[config.mk]
export PLATFORM = sky130hd
export DESIGN_NAME = parallel_serial
export DESIGN_NICKNAME = d
export VERILOG_FILES = /design/src/rtl/parallel_serial.sv
export SDC_FILE = /design/constraint.sdc
export NUM_CORES = 1
export LEC_CHECK = 0
export CAP_MARGIN = 40
export CORE_UTILIZATION = 51
export DETAILED_ROUTE_END_ITERATION = 8
export PLACE_DENSITY = 0.86
export SYNTH_ARGS = -nofsm -noshare
export SYNTH_HDL_FRONTEND = slang
export SYNTH_SLANG_ARGS = --single-unit
[constraint.sdc]
create_clock -name clk_fs -period 1.9 [get_ports clk_fs]
set_input_delay 0.285 -clock clk_fs [delete_from_list [all_inputs] [get_ports clk_fs]]
set_output_delay 0.285 -clock clk_fs [all_outputs]
set_load 0.03 [all_outputs]
[src/rtl/parallel_serial.sv]
//==============================================================================
// parallel_serial : QPSK I/Q pair re-serialiser with one-pair skid buffer and
// sticky overflow. Optional Barker-13 detect via `define BARKER_SYNC_EN. Rev 1.0
//==============================================================================
`default_nettype none

module parallel_serial #(
  parameter int BIT_DIV = 2
) (
  input  logic       clk_fs,
  input  logic       rst_n,
  input  logic [1:0] data_in_I,
  input  logic [1:0] data_in_Q,
  input  logic       sym_valid,
  output logic       data_out,
  output logic       data_valid,
  output logic       overflow,
  output logic       sym_err,
  output logic       frame_sync
);

  localparam logic [3:0] LAST_CNT = 4'(BIT_DIV - 1);

  typedef enum logic [1:0] {
    IDLE   = 2'd0,
    SEND_I = 2'd1,
    SEND_Q = 2'd2
  } state_t;

  state_t     state, state_nx;
  logic [3:0] cnt, cnt_nx;
  logic       sh_i, sh_q, sh_i_nx, sh_q_nx;
  logic       pend_full, pend_i, pend_q;
  logic       pend_full_nx, pend_i_nx, pend_q_nx;
  logic       out_nx, valid_nx, ovf_nx, err_nx;
  logic       last, code_ok, q_handoff;

  always_ff @(posedge clk_fs or negedge rst_n) begin
    if (!rst_n) begin
      state      <= IDLE;
      cnt        <= 4'd0;
      sh_i       <= 1'b0;
      sh_q       <= 1'b0;
      pend_full  <= 1'b0;
      pend_i     <= 1'b0;
      pend_q     <= 1'b0;
      data_out   <= 1'b0;
      data_valid <= 1'b0;
      overflow   <= 1'b0;
      sym_err    <= 1'b0;
    end else begin
      state      <= state_nx;
      cnt        <= cnt_nx;
      sh_i       <= sh_i_nx;
      sh_q       <= sh_q_nx;
      pend_full  <= pend_full_nx;
      pend_i     <= pend_i_nx;
      pend_q     <= pend_q_nx;
      data_out   <= out_nx;
      data_valid <= valid_nx;
      overflow   <= ovf_nx;
      sym_err    <= err_nx;
    end
  end

  always_comb begin
    state_nx     = state;
    cnt_nx       = cnt;
    sh_i_nx      = sh_i;
    sh_q_nx      = sh_q;
    pend_full_nx = pend_full;
    pend_i_nx    = pend_i;
    pend_q_nx    = pend_q;
    out_nx       = data_out;
    valid_nx     = 1'b0;
    ovf_nx       = overflow;
    err_nx       = 1'b0;
    last         = (cnt == LAST_CNT);
    code_ok      = data_in_I[0] & data_in_Q[0];
    q_handoff    = (state == SEND_Q) && last;

    case (state)
      IDLE: begin
        out_nx = 1'b0;
        if (sym_valid) begin
          sh_i_nx  = data_in_I[1];
          sh_q_nx  = data_in_Q[1];
          out_nx   = data_in_I[1];
          valid_nx = 1'b1;
          err_nx   = ~code_ok;
          cnt_nx   = 4'd0;
          state_nx = SEND_I;
        end
      end
      SEND_I: begin
        if (last) begin
          out_nx   = sh_q;
          valid_nx = 1'b1;
          cnt_nx   = 4'd0;
          state_nx = SEND_Q;
        end else begin
          cnt_nx = cnt + 4'd1;
        end
      end
      SEND_Q: begin
        if (last) begin
          cnt_nx = 4'd0;
          if (pend_full) begin
            sh_i_nx      = pend_i;
            sh_q_nx      = pend_q;
            out_nx       = pend_i;
            valid_nx     = 1'b1;
            state_nx     = SEND_I;
            pend_full_nx = sym_valid;
            if (sym_valid) begin
              pend_i_nx = data_in_I[1];
              pend_q_nx = data_in_Q[1];
              err_nx    = ~code_ok;
            end
          end else if (sym_valid) begin
            sh_i_nx  = data_in_I[1];
            sh_q_nx  = data_in_Q[1];
            out_nx   = data_in_I[1];
            valid_nx = 1'b1;
            err_nx   = ~code_ok;
            state_nx = SEND_I;
          end else begin
            out_nx   = 1'b0;
            state_nx = IDLE;
          end
        end else begin
          cnt_nx = cnt + 4'd1;
        end
      end
      default: begin
        out_nx   = 1'b0;
        cnt_nx   = 4'd0;
        state_nx = IDLE;
      end
    endcase

    // Strobes arriving mid-burst go to the skid slot or are dropped.
    if (sym_valid && (state != IDLE) && !q_handoff) begin
      if (!pend_full) begin
        pend_full_nx = 1'b1;
        pend_i_nx    = data_in_I[1];
        pend_q_nx    = data_in_Q[1];
        err_nx       = ~code_ok;
      end else begin
        ovf_nx = 1'b1;
      end
    end
  end

`ifdef BARKER_SYNC_EN
  localparam logic [12:0] BARKER = 13'b1111100110101;
  logic [12:0] barker_sr;
  logic [12:0] barker_nx;

  assign barker_nx = {barker_sr[11:0], out_nx};

  always_ff @(posedge clk_fs or negedge rst_n) begin
    if (!rst_n) begin
      barker_sr  <= 13'd0;
      frame_sync <= 1'b0;
    end else begin
      if (valid_nx) begin
        barker_sr <= barker_nx;
      end
      frame_sync <= valid_nx && (barker_nx == BARKER);
    end
  end
`else
  assign frame_sync = 1'b0;
`endif

endmodule

`default_nettype wire

======== After elaboration in Yosys (flattened, before gate mapping) ========
Index checks and enable logic that the tools add are counted.
word-level totals
  register bits after elaboration ......... 14
  bits in latches ......................... 0
  RAM bits ................................ 0
  bits in read-only memories .............. 0
  input bits .............................. 7
  output and inout bits ................... 5
  word-level logic and storage cells ...... 76
  memories ................................ 0
operators by class
  $add $sub $neg .......................... 1
  multiply operators ...................... 0
  div/mod/pow operators ................... 0
  magnitude comparators ................... 0
  equal/unequal tests ..................... 6
  shift-type cells ........................ 0
  multiplexer cells ....................... 45
  bitwise logic cells ..................... 2
  reductions and logical operators ........ 12
operator list
  cell                   count
  $mux W1                34
  $mux W4                2
  $pmux W4 S2            1
  $mux W2                3
  $ne A2 B2 Y1 const B   3
  $pmux W1 S3            2
  $pmux W2 S3            1
  $reduce_and A2 Y1      3
  $add A4 B1 Y4 const B  1
  $eq A4 B1 Y1 const B   1
  $pmux W1 S2            2
  $reduce_bool A2 Y1     2
  $logic_and A1 B1 Y1    3
  $reduce_and A3 Y1      1
  $eq A2 B1 Y1 const B   1
  $eq A2 B2 Y1 const B   1
  $logic_not A2 Y1       1
  $reduce_or A2 Y1       1
  $and A1 B1 Y1          1
  $logic_not A1 Y1       1
  $not A1 Y1             1

======== Depth between registers and ports, before layout ========
  depth after elaboration ................. 7
  mapped depth ............................ 7
  depth with buffers taken out ............ 6

======== Least setup slack after synthesis ========
No wires, ideal clock.
  kind .................................... reg2reg
  start point ............................. reg state[0]
  end point ............................... reg cnt[3]
  library setup time ...................... 0.069 ns
  data arrival time ....................... 1.633 ns
  data required time ...................... 1.831 ns
  path slack .............................. 0.198 ns
  cell stages (with the launch flop) ...... 8
  buffers on the path ..................... 1
  clock period less this slack ............ 1.702 ns
  cells stage by stage .................... dfrtp_1 -> inv_1 -> ha_1 -> buf_6 -> nor2b_4 -> or3_1 -> or3_1 -> nand3_1
between the ends
  word-level cells in the longest chain between the ends .. 3
  elaborated cells between the ends (all ways) .. 6
  classes of those cells .................. 3 x eq/ne; 1 x mux; 2 x reduce/logical
RTL lines
  element                                       RTL line  source
  start, declared                               30        state_t state, state_nx;
  start signal, assigned                        52        state <= state_nx;
  $eq A2 B2 Y1 or $eq A2 B1 Y1 (tied branches)  -
  $reduce_or A2 Y1 (no line)                    -
  $pmux W4 S2                                   82        case (state)
  end signal, assigned                          53        cnt <= cnt_nx;
  end, declared                                 31        logic [3:0] cnt, cnt_nx;
Several ways; a longest one is shown, not always the timed one.
A chain may end at the register's enable or synchronous reset.

======== Worst setup path after layout ========
  start point ............................. reg cnt[0]
  end point ............................... reg pend_i
between the ends
  word-level cells in the longest chain between the ends .. 5
  elaborated cells between the ends (all ways) .. 8
  classes of those cells .................. 1 x eq/ne; 4 x mux; 3 x reduce/logical
RTL lines
  element                                         RTL line  source
  $eq A4 B1 Y1 *                                  78        last = (cnt == LAST_CNT);
  $mux W1 or $logic_and A1 B1 Y1 (tied branches)  106, 80
  $mux W1 or $logic_not A1 Y1 (tied branches)     82, 143
  $mux W1 or $logic_and A1 B1 Y1 (tied branches)  144, 143
  $mux W1 *                                       143       if (sym_valid && (state != IDLE) && !q_handoff) begin
  named net pend_i_nx                             34        logic pend_full_nx, pend_i_nx, pend_q_nx;
  end signal, assigned                            57        pend_i <= pend_i_nx;
  end, declared                                   33        logic pend_full, pend_i, pend_q;
Mark *: on every way through the listed nets, which the timed path passes. The rest lies on a longest branch.

==> results.ini <==
[clock_network]
clockBufferDepth = 2
cts_tree = yes
cts_buffers = 3
clk_pin_slew_worst_paths_ns = 0.08
clk_latency_ns = 0.27
root_buffer = clkbuf_4
clock_sinks = 14
h-tree-depth = 1
post_cts_resized = 0

[setup_path]
critPathRequiredTime_ns = 2.06
critPathLaunchType = register
cp_cell_sequence = ha_1 -> nor3b_4 -> buf_4 -> a21bo_2 -> o211ai_1 -> mux2_2
rrSetupSlack_ns = 0.11
crit_arrival_ns = 1.95
worst_path_max_delay_cell = dfrtp_1
crit_path_end_kind = register
critical_path_class = reg -> reg
max_stage_delay_ns = 0.42
path_max_fanout = 6

[run]
maxCapViolations = 0

[die]
die_x_um = 42.1
die_h_um = 42.1
dieArea_um2 = 1770
pin_count = 12
core-area_um2 = 1510
placementRows = 14
start_util_pct = 54.5

[final_layout]
fin_cells = 109
final_cell_area_um2 = 966
layout-drive-gt1-share_pct = 15.1
area_growth_pct = 17.7
nNetsFinal = 109
antennaDiodeCount = 0
final_core_util_pct = 64.1

[synthesis]
synth_top_flop_cell = dfrtp_1
synth_edf_count = 0
synth_common_cells = 14 x dfrtp_1, 7 x ha_1, 7 x nand2_1
synth_top_area_share_pct = 42.7
ys_ff_latch = 14
synthesis.area_um2 = 821
synthTopCellsByArea = dfrtp_1 43%, ha_1 11%, mux2i_1 4.9%
synthCells = 79
ys_async_sr_fraction_pct = 100
ys_warn_count = 0
syn-num-nets = 93
synth.avg_cell_area_um2 = 10.4
synth_most_common_cell = dfrtp_1
synth_largest_area_cell = dfrtp_1
seq_area_frac_synth_pct = 42.7
yosysUniqueCellTypes = 28

[place]
place_ws_ns = 0.123
gp_congestion = 0.767
place_inst = 104
hpwl_um = 1110
placed_area_um2 = 928
port_buffers = 10

[grt]
grt_antenna_before_repair = 0
grt_pass1_wl_um = 2460
grt_pass1_vias = 547
grt_overflow = 0
use_met3_pct = 7.76
grtUsageMet2_pct = 28.4
grt_use_total_pct = 18.8
grt-busiest-layer = met2
grtUsageMet1_pct = 24.8
grt_max_degree = 15

[timing]
hold_viol = 0
setup_tns_ns = 0
setup_violations = 0
max-slew-margin-rel_pct = 60.5
fin_ws_ns = 0.111
fmax_ghz = 0.559
finClkSkew_ns = 0.00320
worstMarginPinSlew_ns = 0.591
rsz0062_at_grt = false
fin_crit_ns = 1.79
finalCritPeriodShare_pct = 94.2
maxSlewViolCount = 0

[route]
wl_um = 1430
first_pass_iters = 6
vias = 592
vias_per_cell = 5.43
drt_iter0_drc = 5
detail_route.wl_per_cell_um = 13.1
drc = 1
drtAntennaViolNets = 0

[power_and_ir_drop]
peakVddDrop_uv = 775
leakage_uw = 0.000446
power_density_nw_per_um2 = 1390

[status]
violations = design-rule violations
run_status = complete, but fails checks

[min_path]
hold_class = in -> async

-- layout by cell type (no fill, tap or decap), types with 3 or more instances in the layout --
master and instances:
mux2_2 3, dfrtp_1 14, nand2_1 7, ha_1 7, nor2_1 5, clkbuf_4 3, inv_1 5, clkdlybuf4s50_1 10
mux2i_1 4, buf_4 5, a21oi_1 3, o21ai_0 5, nand3_1 3
-- metal layers --
| layer | share of wire (%) | vias to the layer above |
|---|---|---|
| met5 | 0 | - |
| met4 | 0.63 | 0 |
| met3 | 4.3 | 2 |
| met2 | 47 | 10 |
| met1 | 48 | 274 |
| li1 | - | 306 |
-- power breakdown --
group	switching (µW)	total, µW	internal, µW	leakage, µW
clock network	85.3	159	73.4	0.0000138
registers	75.7	473	397	0.000173
logic	362	711	349	0.000259
total	523	1340	819	0.000446
-- layout make-up --
| cell class | count | area, µm² |
|---|---|---|
| clock buffers | 3 | 22.5 |
| fillers | 112 | 541 |
| inverters | 5 | 18.8 |
| multi-input cells | 56 | 417 |
| flip-flops and latches | 14 | 350 |
| well taps | 16 | 20.0 |
| repair buffers | 15 | 138 |
-- registers in the layout, summed over array words and instances (netlist names) --
signal,cells
cnt,4
data_out,1
data_valid,1
overflow,1
pend_full,1
pend_i,1
pend_q,1
sh_q,1
state,2
sym_err,1
-- cell families after synthesis --
family / share of synthesized area (%)
AND/OR/NAND/NOR: 15.1
AO/OA/AOI/OAI: 15.5
flip-flops: 42.7
buffers and inverters: 6.55
multiplexers: 8.99
adder cells (fa/ha/maj): 10.7
other: 0.457
-- timing repair --
item | in CTS | in global routing
endpoints found under the setup margin | 0 | 3
hold buffers | 0 | 0
endpoints found under the hold margin | 0 | 0
setup buffers | 0 | 2
-- worst max-delay path, delay by kind of cell, from the launching register on --
kind / cells / cell delay, ns
compound gates: 2 / 0.36
mux: 1 / 0.37
buf+inv: 1 / 0.14
flops: 1 / 0.42
simple gates: 1 / 0.17
fa+ha+maj: 1 / 0.21
-- stage by stage --
stage | power (µW) | hold WS, ns
after floorplan | 988 | -0.0106
after global placement | 1140 | 0.439
after detailed placement | 1160 | 0.470
after CTS | 1320 | 0.411
after global routing | 1460 | 0.447
final | 1340 | 0.381
-- final timing paths --
kind,start,end,cells past startpoint
max,cnt[0],pend_i,6
min,rst_n,cnt[3],1
max reg2reg,cnt[0],pend_i,6
min reg2reg,overflow,overflow,1
max in group asynchronous,rst_n,cnt[0],1
min in group clk_fs,overflow,overflow,1
No activity file was read; power rests on OpenSTA's default activity.
